--- src/rtl/rv_pkg.sv ---
// Shared RV32 integer-core constants and types used by the register file slice.
// Widths here set the defaults for the interface and for every register-file module.
package rv_pkg;

  localparam int XLEN       = 32;
  localparam int NUM_REGS   = 32;
  localparam int REG_ADDR_W = $clog2(NUM_REGS);

  typedef logic [XLEN-1:0]       word_t;
  typedef logic [REG_ADDR_W-1:0] reg_idx_t;

  localparam reg_idx_t REG_ZERO = '0;

  // x0 is hardwired, so a write only lands when enabled and aimed elsewhere
  function automatic logic writeLands(input logic we, input reg_idx_t rd);
    return we && (rd != REG_ZERO);
  endfunction

endpackage

--- src/rtl/register_file_if.sv ---
// Register-file access bus: two read ports and one write port.
// The master modport is the decode/execute side; the slave modport is the register file itself.
interface register_file_if
  import rv_pkg::*;
#(
  parameter int XLEN   = rv_pkg::XLEN,
  parameter int ADDR_W = rv_pkg::REG_ADDR_W
) ();

  logic [ADDR_W-1:0] read_reg1;
  logic [ADDR_W-1:0] read_reg2;
  logic [ADDR_W-1:0] write_reg;
  logic [XLEN-1:0]   write_data;
  logic              reg_write;
  logic [XLEN-1:0]   read_data1;
  logic [XLEN-1:0]   read_data2;

  modport master (
    output read_reg1,
    output read_reg2,
    output write_reg,
    output write_data,
    output reg_write,
    input  read_data1,
    input  read_data2
  );

  modport slave (
    input  read_reg1,
    input  read_reg2,
    input  write_reg,
    input  write_data,
    input  reg_write,
    output read_data1,
    output read_data2
  );

endinterface

--- src/rtl/reg_read_port.sv ---
// One combinational read port: x0 forces zero, then a same-cycle write is bypassed,
// otherwise stored contents are returned. Instantiated once per port so both behave identically.
module reg_read_port
  import rv_pkg::*;
#(
  parameter int XLEN     = rv_pkg::XLEN,
  parameter int NUM_REGS = rv_pkg::NUM_REGS,
  parameter int ADDR_W   = rv_pkg::REG_ADDR_W
) (
  input  logic [ADDR_W-1:0] read_reg_i,
  input  logic [ADDR_W-1:0] write_reg_i,
  input  logic              reg_write_i,
  input  logic [XLEN-1:0]   write_data_i,
  input  logic [XLEN-1:0]   regs_i [NUM_REGS],
  output logic [XLEN-1:0]   read_data_o
);

  // Bypass ignores reset on purpose: forwarding stays live even while storage is held clear
  always_comb begin
    read_data_o = regs_i[read_reg_i];
    if (read_reg_i == REG_ZERO) begin
      read_data_o = '0;
    end else if (reg_write_i && (write_reg_i == read_reg_i)) begin
      read_data_o = write_data_i;
    end
  end

endmodule

--- src/rtl/register_file.sv ---
// 32 x XLEN RISC-V integer register file: x0 hardwired to zero, one synchronous write port,
// two combinational write-first read ports feeding the ALU A input and ALU-source mux.
module register_file
  import rv_pkg::*;
#(
  parameter int XLEN     = rv_pkg::XLEN,
  parameter int NUM_REGS = rv_pkg::NUM_REGS,
  parameter int ADDR_W   = rv_pkg::REG_ADDR_W
) (
  input  logic          clk,
  input  logic          rst_n,
  register_file_if.slave bus
);

  logic [XLEN-1:0] regs_q [NUM_REGS];
  logic [XLEN-1:0] regs_d [NUM_REGS];

  // Entry 0 is never written, so it stays at its reset value of zero
  always_comb begin
    regs_d = regs_q;
    if (writeLands(bus.reg_write, bus.write_reg)) begin
      regs_d[bus.write_reg] = bus.write_data;
    end
  end

  always_ff @(posedge clk or negedge rst_n) begin
    if (!rst_n) begin
      regs_q <= '{default: '0};
    end else begin
      regs_q <= regs_d;
    end
  end

  reg_read_port #(
    .XLEN     (XLEN),
    .NUM_REGS (NUM_REGS),
    .ADDR_W   (ADDR_W)
  ) u_port1 (
    .read_reg_i   (bus.read_reg1),
    .write_reg_i  (bus.write_reg),
    .reg_write_i  (bus.reg_write),
    .write_data_i (bus.write_data),
    .regs_i       (regs_q),
    .read_data_o  (bus.read_data1)
  );

  reg_read_port #(
    .XLEN     (XLEN),
    .NUM_REGS (NUM_REGS),
    .ADDR_W   (ADDR_W)
  ) u_port2 (
    .read_reg_i   (bus.read_reg2),
    .write_reg_i  (bus.write_reg),
    .reg_write_i  (bus.reg_write),
    .write_data_i (bus.write_data),
    .regs_i       (regs_q),
    .read_data_o  (bus.read_data2)
  );

endmodule

--- src/flat_wrapper.sv ---
// flat-port wrapper written by rule: the top's interface ports become plain ports
module register_file_flat import rv_pkg::*;
#(
  parameter int XLEN     = rv_pkg::XLEN,
  parameter int NUM_REGS = rv_pkg::NUM_REGS,
  parameter int ADDR_W   = rv_pkg::REG_ADDR_W
)
  (clk, rst_n, bus_read_reg1, bus_read_reg2, bus_write_reg, bus_write_data, bus_reg_write, bus_read_data1, bus_read_data2);
  register_file_if #(.XLEN(XLEN), .ADDR_W(ADDR_W)) bus_i ();
  input  logic clk;
  input  logic rst_n;
  input wire logic [$bits(bus_i.read_reg1)-1:0] bus_read_reg1;
  input wire logic [$bits(bus_i.read_reg2)-1:0] bus_read_reg2;
  input wire logic [$bits(bus_i.write_reg)-1:0] bus_write_reg;
  input wire logic [$bits(bus_i.write_data)-1:0] bus_write_data;
  input wire logic [$bits(bus_i.reg_write)-1:0] bus_reg_write;
  output wire logic [$bits(bus_i.read_data1)-1:0] bus_read_data1;
  output wire logic [$bits(bus_i.read_data2)-1:0] bus_read_data2;
  assign bus_i.read_reg1 = bus_read_reg1;
  assign bus_i.read_reg2 = bus_read_reg2;
  assign bus_i.write_reg = bus_write_reg;
  assign bus_i.write_data = bus_write_data;
  assign bus_i.reg_write = bus_reg_write;
  assign bus_read_data1 = bus_i.read_data1;
  assign bus_read_data2 = bus_i.read_data2;
  register_file #(.XLEN(XLEN), .NUM_REGS(NUM_REGS), .ADDR_W(ADDR_W)) u_core (.clk(clk), .rst_n(rst_n), .bus(bus_i));
endmodule
--- config.mk ---
export PLATFORM = sky130hd
export DESIGN_NAME = register_file_flat
export DESIGN_NICKNAME = d
export VERILOG_FILES = /design/src/rtl/rv_pkg.sv /design/src/rtl/register_file_if.sv /design/src/rtl/reg_read_port.sv /design/src/rtl/register_file.sv /design/src/flat_wrapper.sv
export SDC_FILE = /design/constraint.sdc
export NUM_CORES = 2
export LEC_CHECK = 0
export BUFFER_PORTS_ARGS = -buffer_cell sky130_fd_sc_hd__buf_2
export CORE_MARGIN = 5
export CORE_UTILIZATION = 60
export DETAILED_ROUTE_END_ITERATION = 10
export PLACE_DENSITY = 0.77
export SETUP_SLACK_MARGIN = 0.5
export SKIP_LAST_GASP = 1
export SLEW_MARGIN = 25
export SYNTH_ARGS = -nofsm -noshare
export SYNTH_HDL_FRONTEND = slang
export SYNTH_SLANG_ARGS = --single-unit
export TNS_END_PERCENT = 30
--- constraint.sdc ---
create_clock -name clk -period 2.1 [get_ports clk]
set_input_delay 0 -clock clk [delete_from_list [all_inputs] [get_ports clk]]
set_output_delay 0 -clock clk [all_outputs]
set_load 0.02 [all_outputs]
==> impl_results.md <==
* CP top delay family: multiplexers
* IO buf count at 113
* Yosys reg bits at 1024
* Synthesized Nets at 3921
* Worst slew pin tran at 1.05 ns
* Grt ovf at 0
* Synth unique cells at 70
* R2R cell count at 3
* Post-DR vias/cell at 7.28
* CTS tree: yes
* Pre-Repair DR Iteration Count at 6
* Core Region at 91800 µm²
* Top Ports at between 100 and 150
* EDFF count, synth at 0
* Clk_lat worst skew at 0.68 ns
* Fin. max-slew vios at 0
* Rows at 111
* Tcrit/Tclk final at 1.25
* Area of the die at between 90000 and 100000 µm²
* Storage element area at 25600 µm²
* Cell Area, Synth at 55600 µm²
* Worst Slack Setup Final at -0.517 ns
* Post-route ant nets at 0
* Peak per-stage delay on the critical path at 0.50 ns
* Detailed Place HPWL at 114000 µm
* Design Area, Final at between 60000 and 70000 µm²
* Total Wirelength at 183000 µm
* Regs by FF count: u_core.regs_q: 1024 flops
* Mapped Cells at roughly 3900
* Critical path startpoint: u_core.regs_q[695]
* GPL Wtd Cong at 0.916
* Worst Path Max Fanout at 3
* Mapped Avg Cell Area at 14.4 µm²
* CTS H-Tree Depth at 3
* Die Ht at 314 µm
* Multi-input gate area at approximately 29000 µm²
* Final core area utilization at 0.705
* First-pass GRT wire length at 270000 µm
* Slew margin rel. at 0.300
* Layout Nets at 4121
* CP Capture Point: bus_read_data2[23]
* Initial DRC count at 5037
* Num CTS Buffers at between 100 and 150
* Starting Density at 0.605
* FF-to-FF Start: u_core.regs_q[315]
* Setup TNS Final at -21.42 ns
* Clock slew at reported path FFs at 0.07 ns
* Cell area power density at 920 nW/µm²
* Placed Area at about 60000 µm²
* Most common cell after layout, fill and taps aside: dfrtp_1
* Slowest CP cell: mux4_2
* CP Class: flop to output port
* Most flop-heavy register: u_core.regs_q
* FFs w/ async S/R, synth at 1.00
* Worst path depth at 7
* Max-cap violations at 0
* Total global-route track usage at 0.369
* Violated checks: setup timing
* Crit path required time at 2.10 ns
* Initial antenna violation count at 6
* Layout fillers at approximately 6000
* Startpoint Class: flop
* Worst path bufs/invs at 2
* Crit path DAT at 2.62 ns
* Max reg flops at 1024
* Clock buffer depth at 3
* Outcome: finished with violations
* Sequential area share after synthesis at 0.461
* Synth Flop Type: dfrtp_1
* # DRC at 0
* Final min period at 2.62 ns
* Vias in the first global route at 40328
* Worst Hold Class: input pin to async pin
* Peak VDD IR at about 0.78 mV
* WL/cell at 33.8 µm
* Worst reg-to-reg setup slack at about 1.1 ns
* Routed via count at 39362
* Critical path's most frequent cell: buf_6
* Clock root buffer: clkbuf_16
* Final Hold Vio Count at 0
* Critical Path, Cell by Cell: mux4_2 > o22ai_2 > nor3_2 > nor3_4 > buf_6 > a21oi_4 > buf_6
* Chip width at 314 µm
* Area Growth Syn to Fin at 16.4%
* Clock sinks at 1024
* RSZ-0062 raised after global routing: true
* Synth warnings at 0
* Setup violators final at 64
* Clock Skew at 0 ns
* Share of layout cells above drive strength 1 at 0.536
* Pleak at 28.5 nW
* Largest net degree at the start of global routing at between 90 and 100
* Fmax at about 380 MHz
* Critical Path Sink Type: output port
* Reg2reg end: u_core.regs_q[315]
* Commonest non-fill, non-tap cells in the layout: 1024 x dfrtp_1, 1007 x mux2_2, 404 x mux4_2, 293 x buf_4, 241 x mux2i_1
-- cell usage after synthesis, types with 5 or more instances --
cell | number | area share
dfrtp_1 | 1024 | 0.46
mux2_2 | 1009 | 0.20
mux4_2 | 401 | 0.16
mux2i_1 | 247 | 0.044
clkbuf_1 | 239 | 0.016
nand2_1 | 111 | 0.0075
buf_2 | 80 | 0.0072
o21ai_0 | 73 | 0.0066
buf_1 | 64 | 0.0043
o22ai_1 | 46 | 0.0052
a221oi_1 | 43 | 0.0068
a21oi_1 | 40 | 0.0036
a22oi_1 | 34 | 0.0046
nor2b_1 | 34 | 0.0038
nand3_1 | 32 | 0.0029
a211oi_1 | 29 | 0.0039
buf_4 | 29 | 0.0039
nor3_1 | 29 | 0.0026
buf_6 | 27 | 0.0055
nor2_1 | 27 | 0.0018
a31oi_1 | 24 | 0.0027
a221o_1 | 21 | 0.0038
nand4_1 | 21 | 0.0024
and3_1 | 15 | 0.0017
o22a_1 | 13 | 0.0020
nand2b_1 | 12 | 0.0014
o21a_1 | 12 | 0.0016
mux2_1 | 11 | 0.0022
mux4_1 | 11 | 0.0052
o211ai_1 | 11 | 0.0015
o221a_2 | 9 | 0.0018
o31a_1 | 9 | 0.0014
xor2_1 | 8 | 0.0013
a22o_1 | 7 | 0.0011
o221ai_1 | 6 | 0.00095
a2111oi_0 | 5 | 0.00079
-- worst reg2reg max path, cell delays in order (launching register included) --
cell and delay (ns):
dfrtp_1 0.38, buf_4 0.14, buf_6 0.10, mux2_2 0.24
-- kinds of logic after synthesis --
kind of cell	Yosys count	synth area share
mux	1679	0.419
buf+inv	448	0.0387
simple gates	312	0.0286
compound gates	398	0.0512
xor+xnor	10	0.00158
flops	1024	0.461
-- how the worst min path moves through the flow --
stage / startpoint / endpoint / slack (ns)
floorplan: rst_n / u_core.regs_q[0] / -0.30
global placement: rst_n / u_core.regs_q[33] / -0.05
detailed placement: rst_n / u_core.regs_q[193] / -0.05
CTS: rst_n / u_core.regs_q[680] / 0.02
global route: rst_n / u_core.regs_q[680] / 0.04
finish: rst_n / u_core.regs_q[548] / 0.03
-- layout make-up --
class                   count  share of cell area
multi-input cells        2399               0.442
flip-flops and latches   1024               0.396
repair buffers            532              0.0803
clock buffers             165              0.0506
well taps                1243              0.0240
clock inverters            34             0.00654
inverters                   5            0.000309
diodes                      5            0.000193
-- routing by layer --
layer | vias to the layer above | wire length (µm) | global-route usage
met2 | 2597 | 82400 | 0.549
met4 | 4 | 11600 | 0.195
met5 | - | 25 | 0
li1 | 15356 | - | -
met1 | 20705 | 67400 | 0.500
met3 | 700 | 21400 | 0.106
-- repair_timing --
item                                    in CTS  in global routing
hold buffers                                34                  0
pin swaps                                   31                 31
gates resized for setup                    104                 54
endpoints found under the setup margin      64                 64
buffers inserted                            23                 10
endpoints found under the hold margin     1984                  0
-- report_power, final --
group	switching [W]	internal, W
sequential	0.00289	0.0235
clock	0.00820	0.0117
combinational	0.00554	0.00772
total	0.0166	0.0429
-- stage by stage --
step	hold WS (ns)	total power, W	worst slack, ns	instances
final	0.0302	0.0595	-0.517	5407
after floorplan	-0.296	0.0348	0.391	3871
after detailed placement	-0.0543	0.0389	-0.488	5136
after global placement	-0.0535	0.0382	-0.472	5136
after CTS	0.0201	0.0592	-0.491	5392
after global routing	0.0407	0.0617	-0.545	5404
Power figures use the tool's default switching activity.
